**config.mk**
```make
export PLATFORM = sky130hd
export DESIGN_NAME = fpu_mul_norm_round
export DESIGN_NICKNAME = d
export VERILOG_FILES = /design/src/rtl/fpu_mul_pkg.sv /design/src/rtl/fpu_round_pack.sv /design/src/rtl/fpu_mul_norm_round.sv
export SDC_FILE = /design/constraint.sdc
export NUM_CORES = 1
export LEC_CHECK = 0
export CAP_MARGIN = 20
export CORE_ASPECT_RATIO = 0.8
export CORE_MARGIN = 2
export CORE_UTILIZATION = 40
export CTS_CLUSTER_DIAMETER = 40
export DETAILED_ROUTE_END_ITERATION = 6
export GPL_TIMING_DRIVEN = 0
export PLACE_DENSITY = 0.65
export RECOVER_POWER = 25
export REMOVE_ABC_BUFFERS = 1
export SLEW_MARGIN = 40
export SYNTH_ARGS = -nofsm -noshare
export SYNTH_HDL_FRONTEND = slang
export SYNTH_SLANG_ARGS = --single-unit
```
**constraint.sdc**
```tcl
create_clock -name i_clk -period 7.49 [get_ports i_clk]
set_clock_uncertainty 0.05 [all_clocks]
set_input_delay 1.498 -clock i_clk [delete_from_list [all_inputs] [get_ports i_clk]]
set_output_delay 1.498 -clock i_clk [all_outputs]
set_load 0.005 [all_outputs]
```
**src/rtl/fpu_mul_pkg.sv**
```systemverilog
// Shared constants and the normalised-stage record for the FP32 multiplier
// back end (normalise -> round -> pack).
package fpu_mul_pkg;

  localparam int FP_BIAS    = 127;
  localparam int FP_EXP_MAX = 255;
  localparam int FP_FRAC_W  = 23;
  localparam int NORM_EXP_W = 10;

  localparam logic [31:0] FP_QNAN = 32'h7FC0_0000;

  typedef struct packed {
    logic                          sign;
    logic signed [NORM_EXP_W-1:0]  exp;
    logic [FP_FRAC_W-1:0]          frac;
    logic                          rnd;
    logic                          nan;
    logic                          inf;
    logic                          zero;
  } norm_s;

  function automatic logic [31:0] fp_pack(input logic sign,
                                          input logic [7:0] exp,
                                          input logic [FP_FRAC_W-1:0] frac);
    return {sign, exp, frac};
  endfunction

endpackage

```
**src/rtl/fpu_round_pack.sv**
```systemverilog
// Second-stage combinational logic: applies the round-up increment, then
// resolves specials and exponent range before packing an FP32 word.
module fpu_round_pack
  import fpu_mul_pkg::*;
(
  input  norm_s       i_norm,
  output logic [31:0] o_data,
  output logic        o_ovf,
  output logic        o_udf
);

  localparam int EW = NORM_EXP_W + 2;

  logic [FP_FRAC_W:0]     sum;
  logic                   carry;
  logic [FP_FRAC_W-1:0]   frac_r;
  logic signed [EW-1:0]   exp_w;

  // Round, renormalise on carry, then pick the result by priority.
  always_comb begin
    sum    = {1'b0, i_norm.frac} + {{FP_FRAC_W{1'b0}}, i_norm.rnd};
    carry  = sum[FP_FRAC_W];
    frac_r = carry ? {FP_FRAC_W{1'b0}} : sum[FP_FRAC_W-1:0];
    // Two guard bits so the +1 from a carry cannot wrap the signed exponent.
    exp_w  = $signed({{2{i_norm.exp[NORM_EXP_W-1]}}, i_norm.exp})
           + $signed({{(EW-1){1'b0}}, carry});
    o_ovf  = 1'b0;
    o_udf  = 1'b0;
    if (i_norm.nan) begin
      o_data = FP_QNAN;
    end else if (i_norm.inf) begin
      o_data = fp_pack(i_norm.sign, 8'hFF, {FP_FRAC_W{1'b0}});
    end else if (i_norm.zero) begin
      o_data = fp_pack(i_norm.sign, 8'h00, {FP_FRAC_W{1'b0}});
    end else if (exp_w >= $signed(EW'(FP_EXP_MAX))) begin
      o_data = fp_pack(i_norm.sign, 8'hFF, {FP_FRAC_W{1'b0}});
      o_ovf  = 1'b1;
    end else if (exp_w <= $signed({EW{1'b0}})) begin
      o_data = fp_pack(i_norm.sign, 8'h00, {FP_FRAC_W{1'b0}});
      o_udf  = 1'b1;
    end else begin
      o_data = fp_pack(i_norm.sign, exp_w[7:0], frac_r);
    end
  end

endmodule

```
**src/rtl/fpu_mul_norm_round.sv**
```systemverilog
// FP32 multiplier back end: two-stage valid/ready pipeline that normalises the
// truncated mantissa product, then rounds, range-checks and packs the result.
module fpu_mul_norm_round
  import fpu_mul_pkg::*;
#(
  parameter int SIZE_DATA = 24,
  parameter int SIZE_EXP  = NORM_EXP_W
) (
  input  logic                i_clk,
  input  logic                i_rst,
  input  logic                i_valid,
  output logic                o_ready,
  input  logic                i_sign,
  input  logic [SIZE_EXP-1:0] i_exp_sum,
  input  logic [SIZE_DATA-1:0] i_man,
  input  logic                i_over_flag,
  input  logic                i_rounding,
  input  logic                i_is_nan,
  input  logic                i_is_inf,
  input  logic                i_is_zero,
  output logic                o_valid,
  input  logic                i_ready,
  output logic [31:0]         o_data,
  output logic                o_ovf,
  output logic                o_udf
);

  logic        s1_valid_q, s1_valid_d;
  norm_s       s1_q, s1_d;
  logic        s2_valid_q, s2_valid_d;
  logic [31:0] data_q, data_d;
  logic        ovf_q, ovf_d;
  logic        udf_q, udf_d;

  logic        in_fire, out_fire, s2_load;
  logic [31:0] rp_data;
  logic        rp_ovf, rp_udf;

  // S1 can always make room when S2 is empty or draining this cycle.
  assign o_ready  = ~s1_valid_q | ~s2_valid_q | i_ready;
  assign in_fire  = i_valid & o_ready;
  assign out_fire = s2_valid_q & i_ready;
  assign s2_load  = s1_valid_q & (~s2_valid_q | i_ready);

  always_comb begin
    s1_d       = s1_q;
    s1_valid_d = s1_valid_q;
    if (in_fire) begin
      s1_valid_d = 1'b1;
      s1_d.sign  = i_sign;
      s1_d.rnd   = i_rounding;
      s1_d.nan   = i_is_nan;
      s1_d.inf   = i_is_inf;
      s1_d.zero  = i_is_zero;
      if (i_over_flag) begin
        s1_d.frac = i_man[SIZE_DATA-1:1];
        s1_d.exp  = $signed(i_exp_sum) + $signed({{(SIZE_EXP-1){1'b0}}, 1'b1});
      end else begin
        s1_d.frac = i_man[SIZE_DATA-2:0];
        s1_d.exp  = $signed(i_exp_sum);
      end
    end else if (s2_load) begin
      s1_valid_d = 1'b0;
    end else begin
      s1_valid_d = s1_valid_q;
    end
  end

  fpu_round_pack u_round_pack (
    .i_norm (s1_q),
    .o_data (rp_data),
    .o_ovf  (rp_ovf),
    .o_udf  (rp_udf)
  );

  // Flags are cleared whenever the output slot empties; data is simply held.
  always_comb begin
    s2_valid_d = s2_valid_q;
    data_d     = data_q;
    ovf_d      = ovf_q;
    udf_d      = udf_q;
    if (s2_load) begin
      s2_valid_d = 1'b1;
      data_d     = rp_data;
      ovf_d      = rp_ovf;
      udf_d      = rp_udf;
    end else if (out_fire) begin
      s2_valid_d = 1'b0;
      ovf_d      = 1'b0;
      udf_d      = 1'b0;
    end else begin
      s2_valid_d = s2_valid_q;
    end
  end

  always_ff @(posedge i_clk) begin
    if (i_rst) begin
      s1_valid_q <= 1'b0;
      s1_q       <= '0;
      s2_valid_q <= 1'b0;
      data_q     <= 32'h0;
      ovf_q      <= 1'b0;
      udf_q      <= 1'b0;
    end else begin
      s1_valid_q <= s1_valid_d;
      s1_q       <= s1_d;
      s2_valid_q <= s2_valid_d;
      data_q     <= data_d;
      ovf_q      <= ovf_d;
      udf_q      <= udf_d;
    end
  end

  assign o_valid = s2_valid_q;
  assign o_data  = data_q;
  assign o_ovf   = ovf_q;
  assign o_udf   = udf_q;

endmodule

```
==> summary.txt <==
Setup path
  • Worst setup path category: in2out
  • Worst-path fanout max: 5
  • CP startpoint kind: input pin
  • Required @ worst endpoint: 5940 ps
  • CP cell instances: dlygate4sd3_1 -> nor2b_1 -> nand2_1 -> clkdlybuf4s50_1
  • CP max stage cell: dlygate4sd3_1
  • Crit path DAT: 3100 ps
  • Max stage delay on crit path: 550 ps
  • Setup crit end kind: output pin

Run status
  • Status: finished clean

Yosys
  • Synth area leader: dfxtp_1
  • Post-synth top area share: 39.3%
  • Top cells by area, synth: dfxtp_1 (39%), a211oi_1 (8.2%), mux2i_1 (6.6%)
  • Seq/Total Area, Yosys: 39.3%
  • Cell count after synthesis: 436
  • Post-Syn Area: 3760 sq um
  • Flops & latches, synth: 74
  • Post-synth EDFFs: 0
  • Mean Syn Cell Area: 8.64 sq um
  • Synth cell types: 50
  • Synth cell count leaders: dfxtp_1 (74), nand2_1 (62), nor2_1 (54), a211oi_1 (41), mux2i_1 (25)
  • Synth warn: 0
  • Asr flop ratio synth: 0%
  • Most common cell in the synthesized netlist: dfxtp_1
  • Top FF cell, synth: dfxtp_1

STA
  • Max-slew headroom: 49.8%
  • Worst slew pin tran: 753 ps
  • Final hold violations: 0
  • FMAX: 215 MHz
  • Min Tclk post-route: 4640 ps
  • Hold Slack: 392 ps
  • Unrepaired setup endpoints after global routing: false
  • Final Max Tran Viols: 0
  • Period utilization: 62.0%
  • Final setup TNS: 0 ps
  • Final setup vio count: 0

Global route
  • Initial antenna violation count: 0
  • Pin count of the biggest net entering global routing: 30
  • Global Route Usage Sum: 17.3%
  • First-pass GRT wire length: 14500 um
  • Vias in the first global route: 3025
  • GRT overflow: 0

Clocking
  • Post-CTS setup buffer count: 0
  • Num Clock Sinks: 74
  • Clock Path Buffers: 2
  • Num CTS Buffers: 9
  • H-tree depth: 3
  • CTS Hold Bufs: 0
  • CTS tree: built
  • Clk slew on worst S/H paths: 60 ps
  • Clk root buf: clkbuf_16
  • Post-CTS sizing: 0
  • Clk Latency, worst-skew pair: 330 ps

Routing
  • Via count: 3216
  • DR pass1 iterations: 4
  • Routed WL: 8530 um
  • DRT iter0 DRCs: 151
  • Routed WL per cell: 13.6 um
  • Drt via density: 5.14
  • DRT antenna net count: 0
  • Drt drc: 0

Finish
  • Util after Layout: 54.6%
  • Share of layout cells above drive strength 1: 9.00%
  • Final nets: 555
  • Design Area, Final: 4970 sq um
  • Antenna diodes: 0
  • Area Growth Syn to Fin: 32.1%

Placed design
  • Placed cell areas: 4680 sq um
  • DP HPWL: 6420 um
  • IO Port Bufs: 79
  • Gpl congestion: 0.873

Worst hold path
  • Hold Path Class: reg2reg

Floorplan
  • Die area: 10200 sq um
  • Initial Utilization: 41.3%
  • Core Area: 9110 sq um
  • Die height: 90.8 um
  • Chip Width: 112 um
  • Cell Rows: 31
  • Boundary Pins: 80

Pwr
  • Leak: 1.91 nW
  • Power density over the cells: 201 nW/um^2
  • Maximum VDD drop: 0.000120 V
  • Power consumption: 1.00 mW

Run
  • # Max-Cap Violations: 0
-- layer usage --
metal | wire, um | GRT usage, % | up-vias | part of all wire, %
li1 | - | - | 1693 | -
met5 | 0 | 0 | - | 0
met1 | 4190 | 23.9 | 1440 | 49
met2 | 3820 | 27.0 | 70 | 45
met4 | 128 | 5.79 | 0 | 1.5
met3 | 383 | 3.69 | 13 | 4.5
-- critical path, delay by kind of cell --
kind | cells | cell delay [ps]
and+or+nand+nor | 2 | 570
buffers and inverters | 2 | 1020
-- per-stage QoR --
| step | worst slack, ps | cells |
|---|---|---|
| after floorplan | 2870 | 412 |
| after global placement | 1330 | 606 |
| after detailed placement | 2980 | 610 |
| after CTS | 2980 | 626 |
| after global routing | 2690 | 626 |
| final | 2850 | 626 |
-- cell type report --
cell class,count,area [sq um]
fillers,858,4140
multi-input cells,333,2170
flip-flops and latches,74,1480
repair buffers,83,861
clock buffers,11,243
well taps,115,144
clock inverters,5,53.8
inverters,5,18.8
-- cell usage in the layout, fill, tap and decap left out, types with 17 or more instances in the layout --
master | Yosys | layout
dfxtp_1 | 74 | 74
nand2_1 | 62 | 62
nor2_1 | 54 | 53
clkdlybuf4s50_1 | 0 | 51
a211oi_1 | 41 | 41
dlygate4sd3_1 | 0 | 26
mux2i_1 | 25 | 25
xor2_1 | 20 | 20
nand3_1 | 17 | 17
xnor2_1 | 17 | 17
-- where the power goes --
| part | total, mW | internal (mW) | switching (mW) |
|---|---|---|---|
| Combinational | 0.135 | 0.0700 | 0.0645 |
| Sequential | 0.441 | 0.416 | 0.0247 |
| Clock | 0.426 | 0.266 | 0.160 |
-- registers in the layout, indices dropped and copies added, names as in the netlist --
name,count
o_valid,1
o_ovf,1
s1_q,38
o_udf,1
s1_valid_q,1
o_data,32
-- cell families after synthesis --
family          share of synthesized area, %
compound gates                          17.3
xor+xnor                                8.61
fa+ha+maj                               1.66
buf+inv                                 3.49
flops                                   39.3
mux                                     6.65
simple gates                            22.9
-- worst paths after layout --
path / start / end / slack (ps) / cells past startpoint
setup / recovery: i_ready / o_ready / 2850 / 4
hold / removal: o_data[6]$_SDFFE_PP0P_ / o_data[6]$_SDFFE_PP0P_ / 390 / 2
setup reg to reg: s1_q[4]$_SDFFE_PP0P_ / o_data[3]$_SDFFE_PP0P_ / 3200 / 14
hold reg to reg: o_data[6]$_SDFFE_PP0P_ / o_data[6]$_SDFFE_PP0P_ / 390 / 2
(Power assumes the default switching activity.)
